[src/rtl/div_ctrl_pkg.sv]
// Shared definitions for the multi-cycle divide controller.
//   div_state_e  : controller FSM states (IDLE, CALC, DONE)
//   HILO_WE_*    : HI/LO write-enable encodings, bit 1 = HI, bit 0 = LO
//   DIV*_FUNCT   : SPECIAL-opcode funct codes the decoder matches to raise start_i
package div_ctrl_pkg;

    typedef enum logic [1:0] {
        DIV_IDLE = 2'd0,
        DIV_CALC = 2'd1,
        DIV_DONE = 2'd2
    } div_state_e;

    localparam logic [1:0] HILO_WE_NONE = 2'b00;
    localparam logic [1:0] HILO_WE_HI   = 2'b10;
    localparam logic [1:0] HILO_WE_LO   = 2'b01;
    localparam logic [1:0] HILO_WE_BOTH = 2'b11;

    localparam logic [5:0] DIV_FUNCT  = 6'h1A;
    localparam logic [5:0] DIVU_FUNCT = 6'h1B;

endpackage

[src/rtl/div_step.sv]
// One radix-2 restoring division iteration (purely combinational).
//   rem_i     : partial remainder before the step
//   quo_i     : quotient register; its MSB is the next dividend bit to shift in
//   divisor_i : divisor magnitude
//   rem_o     : partial remainder after the step
//   quo_o     : quotient register shifted left with the new quotient bit in the LSB
module div_step #(
    parameter int WIDTH = 32
) (
    input  logic [WIDTH-1:0] rem_i,
    input  logic [WIDTH-1:0] quo_i,
    input  logic [WIDTH-1:0] divisor_i,
    output logic [WIDTH-1:0] rem_o,
    output logic [WIDTH-1:0] quo_o
);

    // Shift the next dividend bit into the remainder. One extra bit is needed
    // because the shifted remainder can reach 2*divisor-1.
    logic [WIDTH:0] shifted;
    logic           fits;

    assign shifted = {rem_i, quo_i[WIDTH-1]};
    assign fits    = (shifted >= {1'b0, divisor_i});

    // When the subtraction fits, the difference is below the divisor, so it
    // always fits back into WIDTH bits.
    assign rem_o = fits ? WIDTH'(shifted - {1'b0, divisor_i}) : shifted[WIDTH-1:0];
    assign quo_o = {quo_i[WIDTH-2:0], fits};

endmodule

[src/rtl/div_ctrl.sv]
// Multi-cycle DIV/DIVU controller for the EX stage.
//   clk, resetn : clock, synchronous active-low reset
//   start_i     : DIV/DIVU in EX (held while stall_o is high)
//   signed_i    : 1 = DIV, 0 = DIVU, sampled with start_i
//   opa_i/opb_i : dividend (rs) / divisor (rt)
//   flush_i     : EX flush, aborts any operation without writing HI/LO
//   stall_o     : freeze IF/ID/EX
//   hilo_we_o   : 2'b11 for the single DONE cycle, else 2'b00
//   hi_o/lo_o   : registered remainder / quotient
//   busy_o      : controller not idle
module div_ctrl
    import div_ctrl_pkg::*;
#(
    parameter int WIDTH = 32
) (
    input  logic             clk,
    input  logic             resetn,
    input  logic             start_i,
    input  logic             signed_i,
    input  logic [WIDTH-1:0] opa_i,
    input  logic [WIDTH-1:0] opb_i,
    input  logic             flush_i,
    output logic             stall_o,
    output logic [1:0]       hilo_we_o,
    output logic [WIDTH-1:0] hi_o,
    output logic [WIDTH-1:0] lo_o,
    output logic             busy_o
);

    localparam int CNT_W = (WIDTH > 1) ? $clog2(WIDTH) : 1;
    localparam logic [CNT_W-1:0] LAST_ITER = CNT_W'(WIDTH - 1);

    div_state_e       state_q, state_d;
    logic [CNT_W-1:0] cnt_q, cnt_d;
    logic [WIDTH-1:0] hi_q, hi_d, lo_q, lo_d;
    logic [WIDTH-1:0] rem_q, rem_d, quo_q, quo_d, dvs_q, dvs_d;
    logic             sgn_q, sgn_d, neg_a_q, neg_a_d, neg_b_q, neg_b_d;

    logic [WIDTH-1:0] step_rem, step_quo;
    logic             a_neg, b_neg;

    div_step #(.WIDTH(WIDTH)) u_step (
        .rem_i    (rem_q),
        .quo_i    (quo_q),
        .divisor_i(dvs_q),
        .rem_o    (step_rem),
        .quo_o    (step_quo)
    );

    assign a_neg = signed_i & opa_i[WIDTH-1];
    assign b_neg = signed_i & opb_i[WIDTH-1];

    always_comb begin
        // NOTE: every always_comb output gets a default first so no path
        // leaves it unassigned, which would otherwise infer a latch.
        state_d = state_q;
        cnt_d   = cnt_q;
        hi_d    = hi_q;
        lo_d    = lo_q;
        rem_d   = rem_q;
        quo_d   = quo_q;
        dvs_d   = dvs_q;
        sgn_d   = sgn_q;
        neg_a_d = neg_a_q;
        neg_b_d = neg_b_q;

        unique case (state_q)
            DIV_IDLE: begin
                if (start_i) begin
                    // Dividend goes into the quotient register and is shifted
                    // out MSB-first while quotient bits shift in at the LSB.
                    quo_d   = a_neg ? -opa_i : opa_i;
                    dvs_d   = b_neg ? -opb_i : opb_i;
                    rem_d   = '0;
                    cnt_d   = '0;
                    sgn_d   = signed_i;
                    neg_a_d = a_neg;
                    neg_b_d = b_neg;
                    if (opb_i == '0) begin
                        // Divide by zero skips CALC; the raw dividend is the remainder.
                        state_d = DIV_DONE;
                        hi_d    = opa_i;
                        lo_d    = '1;
                    end else begin
                        state_d = DIV_CALC;
                    end
                end
            end
            DIV_CALC: begin
                rem_d = step_rem;
                quo_d = step_quo;
                cnt_d = cnt_q + CNT_W'(1);
                if (cnt_q == LAST_ITER) begin
                    state_d = DIV_DONE;
                    // Sign fix-up: quotient sign follows sign(a)^sign(b),
                    // remainder sign follows the dividend.
                    lo_d = (sgn_q && (neg_a_q ^ neg_b_q)) ? -step_quo : step_quo;
                    hi_d = (sgn_q && neg_a_q) ? -step_rem : step_rem;
                end
            end
            DIV_DONE: state_d = DIV_IDLE;
            default:  state_d = DIV_IDLE;
        endcase

        // A flush overrides everything: back to IDLE, results untouched.
        if (flush_i) begin
            state_d = DIV_IDLE;
            hi_d    = hi_q;
            lo_d    = lo_q;
        end
    end

    // NOTE: sequential state uses non-blocking assignments so every register
    // samples the pre-edge values regardless of statement order.
    always_ff @(posedge clk) begin
        if (!resetn) begin
            state_q <= DIV_IDLE;
            cnt_q   <= '0;
            hi_q    <= '0;
            lo_q    <= '0;
        end else begin
            state_q <= state_d;
            cnt_q   <= cnt_d;
            hi_q    <= hi_d;
            lo_q    <= lo_d;
        end
    end

    // NOTE: the datapath registers are deliberately not reset; they are
    // always loaded in IDLE before they are read, so a reset would only
    // cost routing.
    always_ff @(posedge clk) begin
        rem_q   <= rem_d;
        quo_q   <= quo_d;
        dvs_q   <= dvs_d;
        sgn_q   <= sgn_d;
        neg_a_q <= neg_a_d;
        neg_b_q <= neg_b_d;
    end

    // Stall is low in DONE so the retiring instruction advances in the same
    // cycle HI/LO is written.
    assign stall_o   = !flush_i && ((state_q == DIV_IDLE && start_i) || state_q == DIV_CALC);
    assign hilo_we_o = (state_q == DIV_DONE && !flush_i) ? HILO_WE_BOTH : HILO_WE_NONE;
    assign busy_o    = (state_q != DIV_IDLE);
    assign hi_o      = hi_q;
    assign lo_o      = lo_q;

endmodule

[config.mk]
export PLATFORM = sky130hd
export DESIGN_NAME = div_ctrl
export DESIGN_NICKNAME = d
export VERILOG_FILES = /design/src/rtl/div_ctrl_pkg.sv /design/src/rtl/div_step.sv /design/src/rtl/div_ctrl.sv
export SDC_FILE = /design/constraint.sdc
export NUM_CORES = 1
export LEC_CHECK = 0
export ABC_CLOCK_PERIOD_IN_PS = 5700
export BUFFER_PORTS_ARGS = -buffer_cell sky130_fd_sc_hd__buf_2
export CORE_ASPECT_RATIO = 1.1
export CORE_MARGIN = 4
export CORE_UTILIZATION = 60
export DETAILED_ROUTE_END_ITERATION = 8
export PLACE_DENSITY = 0.91
export SYNTH_ARGS = -nofsm -noshare
export SYNTH_HDL_FRONTEND = slang
export SYNTH_SLANG_ARGS = --single-unit
[constraint.sdc]
create_clock -name clk -period 5.7 [get_ports clk]
set_input_delay 1.14 -clock clk [delete_from_list [all_inputs] [get_ports clk]]
set_output_delay 1.14 -clock clk [all_outputs]
set_load 0.02 [all_outputs]
### After elaboration in Yosys (flattened, before gate mapping)

Index checks and enable logic that the tools add are counted.

| storage, ports and cells | value |
|---|---|
| input port bits | 69 |
| register bits after elaboration | 170 |
| output and inout port bits | 68 |
| word-level logic and storage cells | 68 |

| operators by class | value |
|---|---|
| magnitude comparators | 1 |
| reduce and logical (&&, ||, !) cells | 16 |
| bitwise logic cells | 5 |
| add/sub/neg operators | 6 |
| mux-type cells | 24 |
| equal/unequal tests | 6 |

Operator list:

| cell | count |
|---|---|
| two-way mux 32 bit | 13 |
| case mux 32 bit (2 select lines) | 4 |
| negator 32 bit | 4 |
| greater-or-equal comparator 33 x 32 -> 1 bit | 1 |
| logical NOT 32 bit | 1 |
| subtractor 32 bit | 1 |
| case mux 5 bit (2 select lines) | 1 |
| two-way mux 2 bit | 4 |
| inequality test 2 bit (second input constant) | 3 |
| AND reduction 2 bit | 3 |
| adder 5 x 1 -> 5 bit (second input constant) | 1 |
| == test 5 bit (second input constant) | 1 |
| logical AND 1 bit | 5 |
| two-way mux 5 bit | 1 |
| AND reduction 5 bit | 1 |
| case mux 2 bit (2 select lines) | 1 |
| nonzero test 2 bit | 2 |
| bitwise AND 1 bit | 2 |
| == test 2 x 1 -> 1 bit (second input constant) | 1 |
| == test 2 bit (second input constant) | 1 |
| logical NOT 2 bit | 1 |
| inverter 1 bit | 2 |
| OR reduction 2 bit | 1 |
| logical NOT 1 bit | 1 |
| other kinds (2) | 2 |

### Logic depth before layout (Yosys ltp)

| depth | value |
|---|---|
| depth in word-level cells | 6 |
| depth in mapped cells | 22 |
| depth with buffers taken out | 18 |

### By module

Synthesis repeated with hierarchy kept, for this count alone.

| unflattened totals | value |
|---|---|
| cell total of the unflattened synthesis | 1304 |
| area, all modules | 11801.3 um^2 |

Modules (own cells, without submodules):

| module | times used | seq. area each (um^2) | area an instance (um^2) | cells an instance |
|---|---|---|---|---|
| div_ctrl | 1 | 4394.2 | 9230.1 | 949 |
| div_step | 1 | 0.0 | 2571.2 | 355 |

### Worst setup path after synthesis

No wires, ideal clock.

| timing | value |
|---|---|
| path type | flip-flop to flip-flop |
| from | register rem_q[10] |
| to | register hi_q[22] (netlist: hi_o[22]) |
| stages on the path, launching flop included | 22 |
| path buffers | 4 |
| path slack | 1.100 ns |
| arrival | 4.477 ns |
| setup time | 0.123 ns |
| path through | edfxtp_1 ha_1 clkbuf_1 and4_1 nand3_1 nor2b_1 o311ai_2 nand2_2 buf_4 buf_2 clkbuf_1 nand2_1 o21ai_0 ha_1 and3_1 inv_1 nor4_2 o221ai_2 o31ai_1 xor2_1 a221oi_1 nor2b_1 |

| between the ends | value |
|---|---|
| cells in the longest elaborated chain, start to end | 6 |

Ends and longest elaborated chain:

| what | RTL line | RTL |
|---|---|---|
| start, declared | div_ctrl.sv:36 | `logic [WIDTH-1:0] rem_q, rem_d, quo_q, quo_d, dvs_q, dvs_d;` |
| start signal, assigned | div_ctrl.sv:133 | `rem_q <= rem_d;` |
| subtractor 32 bit / greater-or-equal comparator 33 x 32 -> 1 bit (equally long branches) | div_step.sv:27, div_step.sv:23 |  |
| two-way mux 32 bit (*) | div_step.sv:27 | `assign rem_o = fits ? WIDTH'(shifted - {1'b0, divisor_i}) : shifted[WIDTH-1:0];` |
| negator 32 bit | div_ctrl.sv:98 | `hi_d = (sgn_q && neg_a_q) ? -step_rem : step_rem;` |
| two-way mux 32 bit (*) | div_ctrl.sv:98 |  |
| two-way mux 32 bit (*) | div_ctrl.sv:93 | `if (cnt_q == LAST_ITER) begin` |
| case mux 32 bit (2 select lines) (*) | div_ctrl.sv:67 | `unique case (state_q)` |
| end signal, assigned | div_ctrl.sv:124 | `hi_q <= hi_d;` |
| end, declared | div_ctrl.sv:35 | `logic [WIDTH-1:0] hi_q, hi_d, lo_q, lo_d;` |

Mark *: on every way between the ends. The rest lies on a longest branch, timed or not. The select of a mux whose other input is x is not followed.
A chain may end at the register's enable or synchronous reset.

### Worst setup path after layout

| timing | value |
|---|---|
| from | register rem_q[7] |
| to | register hi_q[30] (netlist: hi_o[30]) |

Same word-level chain as after synthesis.

==> flow_summary.toml <==
[run_status]
status = "finished clean"

[critical_path]
cp_data_arrival_time_ps = 5190
rrSetupSlack_ps = 810
crit_type = "flip-flop to flip-flop"
crit_path_start_kind = "flip-flop"
cp_slowest_stage_delay_ps = 540
cpLargestDelayFamily = "compound AO/OA/AOI/OAI gates"
path_max_fanout = 9
cp_slowest_cell = "o311ai_2"
endpoint_kind = "flip-flop"
worstPathRequired_ps = 6000
cpMostUsedCell = "ha_1"
crit_chain = "ha_1, a21oi_1, o22ai_1, nor2b_1, o311ai_2, nand2_2, o21ai_0, ha_1, and3_1, inv_1, nor4_2, o221ai_2, nor3_2, a31oi_1, xor2_1, a21oi_2"
r2r_start = "rem_q[7]"
regToRegEndpoint = "hi_o[30]"
critical_path_buf_inv_count = 1
ff2ff_path_depth = 16

[timing]
slew_headroom_pct = 22.4
clock.fmax_ghz = 0.204
fin_setup_tns_ps = 0
drv_slew = 0
rsz0062_at_grt = "false"
fin_crit_sh_pct = 85.8
finalSetupViolCount = 0
hold_ws_ps = 478
skew_ps = 8.64
tightest_slew_ps = 1160
period_minus_slack_ps = 4890
finalHoldViolations = 0

[grt]
first_global_vias = 10084
grt_usage_pct = 28.5
grt_max_degree = 101
grt_antenna_before_repair = 0
grt_pass1_wl_mm = 51.0
overflow = 0

[floorplanning]
dieArea_mm2 = 0.0220
initial_core_util_pct = 61.3
die_x_um = 142
core_area_mm2 = 0.0192
die_h_um = 155
io_pins = 137
rows = 53

[cts]
clk_path_buf_depth = 2
clk_pin_slew_ps = 70
cts_tree = "done"
cts-buffers-inserted = 17
cts-htree-levels = 4
post_cts_buffers = 0
clk_latency_ps = 430
cts_resized = 0
ctsHoldBuffers = 0
clock_sinks = 170
cts_root_buffer = "clkbuf_16"

[final_layout]
layout_commonest_cell = "nand2_1"
n_antenna_cell = 0
final_area_mm2 = 0.0132
fin_nets = 1576
final_cell_mix = "nand2_1, buf_2, o21ai_0, a21oi_1, nor2_1"
drive_gt1_share_pct = 14.6
areaGrowthSynthToFinish_pct = 11.8

[drt]
drt_iter0_drc = 1293
firstDrtPassIters = 6
routed_wl_mm = 32.4
wl_per_cell_um = 18.8
vias = 10941
drc = 0
ant_nets = 0
viasPerCell = 6.33

[synth]
synth_async_sr_flop_share_pct = 0
syn_inst = 1377
syn_avg_cell_area_um2 = 8.56
synth_area_mm2 = 0.0118
yosysUniqueCellTypes = 88
synth_ff_type = "edfxtp_1"
synth-seq-cells = 170
synth_nets = 1485
synth_edf_count = 99
ys_seq_area_share_pct = 37.3
ys.warnings.count = 0

[flow_run]
drv_cap = 0

[min_path]
min_from = "cnt_q[3]"
holdPathStages = 1
holdPathEnd = "cnt_q[3]"
hp-class = "flip-flop to flip-flop"

[power_and_ir_drop]
power_leakage_uw = 0.00547
power_density_mw_per_mm2 = 287
ir_worst_vdd_uv = 239

[placement]
dp_hpwl_mm = 24.0
place.gp.congestion = 0.976
postPlaceCellArea_mm2 = 0.0125
io_buffers = 136
[power breakdown]
part / internal, uW / switching, uW
clock: 737 / 514
sequential: 1400 / 69.1
combinational: 386 / 674
[per-stage QoR]
stage | cells | setup WS (ps) | total power (uW) | utilization, %
after floorplan | 1377 | 1100 | 2250 | -
final | 1728 | 808 | 3780 | 68.5
after detailed placement | 1696 | 928 | 2520 | 65.2
after global routing | 1728 | 449 | 3940 | 68.5
after CTS | 1728 | 902 | 3750 | 68.5
after global placement | 1696 | 1100 | 2490 | 65.2
[worst max path at each step]
stage                         start  endpoint  cells after the start
after floorplan           rem_q[10]  hi_o[22]                     21
after global placement     opb_i[8]   lo_o[3]                     10
after detailed placement   rem_q[7]  hi_o[30]                     16
after CTS                  rem_q[7]  hi_o[30]                     16
after global routing       rem_q[7]  hi_o[30]                     16
final                      rem_q[7]  hi_o[30]                     16
[cell type report]
cell class | count | area [um^2]
inverter | 60 | 225
fill | 1545 | 6060
tap | 247 | 309
clock inverter | 11 | 159
timing repair buffer | 148 | 771
clock buffer | 21 | 472
multi-input combinational | 1071 | 6850
sequential | 170 | 4390
[per-layer routing]
| layer | global-route usage [%] | vias up | part of all wire [%] |
|---|---|---|---|
| met5 | 0 | - | 0 |
| met2 | 48.0 | 581 | 47 |
| met1 | 37.9 | 5060 | 40 |
| met3 | 3.97 | 76 | 9.6 |
| met4 | 9.64 | 0 | 2.8 |
| li1 | - | 5224 | - |
[logic make-up after synthesis]
logic type	count (synthesis)	synth area share, %
muxes	22	1.89
xor gates and xnor gates	131	9.74
adders and majority gates	39	4.20
and+or+nand+nor	445	18.6
AOI/OAI and AO/OA	434	23.4
DFF	170	37.3
buffers and inverters	136	4.81
[cells in the mapped netlist, drive strengths merged, types with 19 or more instances]
library cell	n	area share (%)
mux2i	20	1.7
xor2	54	4.0
nand3	27	1.2
a21oi	131	5.7
nor4	24	1.5
dfxtp	71	12
ha	38	4.0
inv	60	1.9
buf	23	1.2
xnor2	77	5.7
o21ai	133	5.6
nor3	29	1.4
o211ai	19	1.3
nand2	141	4.5
nor2	115	3.7
edfxtp	99	25
clkbuf	53	1.7
[registers in the layout, indices dropped and copies added (netlist names)]
register  count
dvs_q        32
rem_q        32
state_q       2
neg_a_q       1
lo_o         32
hi_o         32
sgn_q         1
quo_q        32
neg_b_q       1
cnt_q         5
No activity file was read; power rests on OpenSTA's default activity.
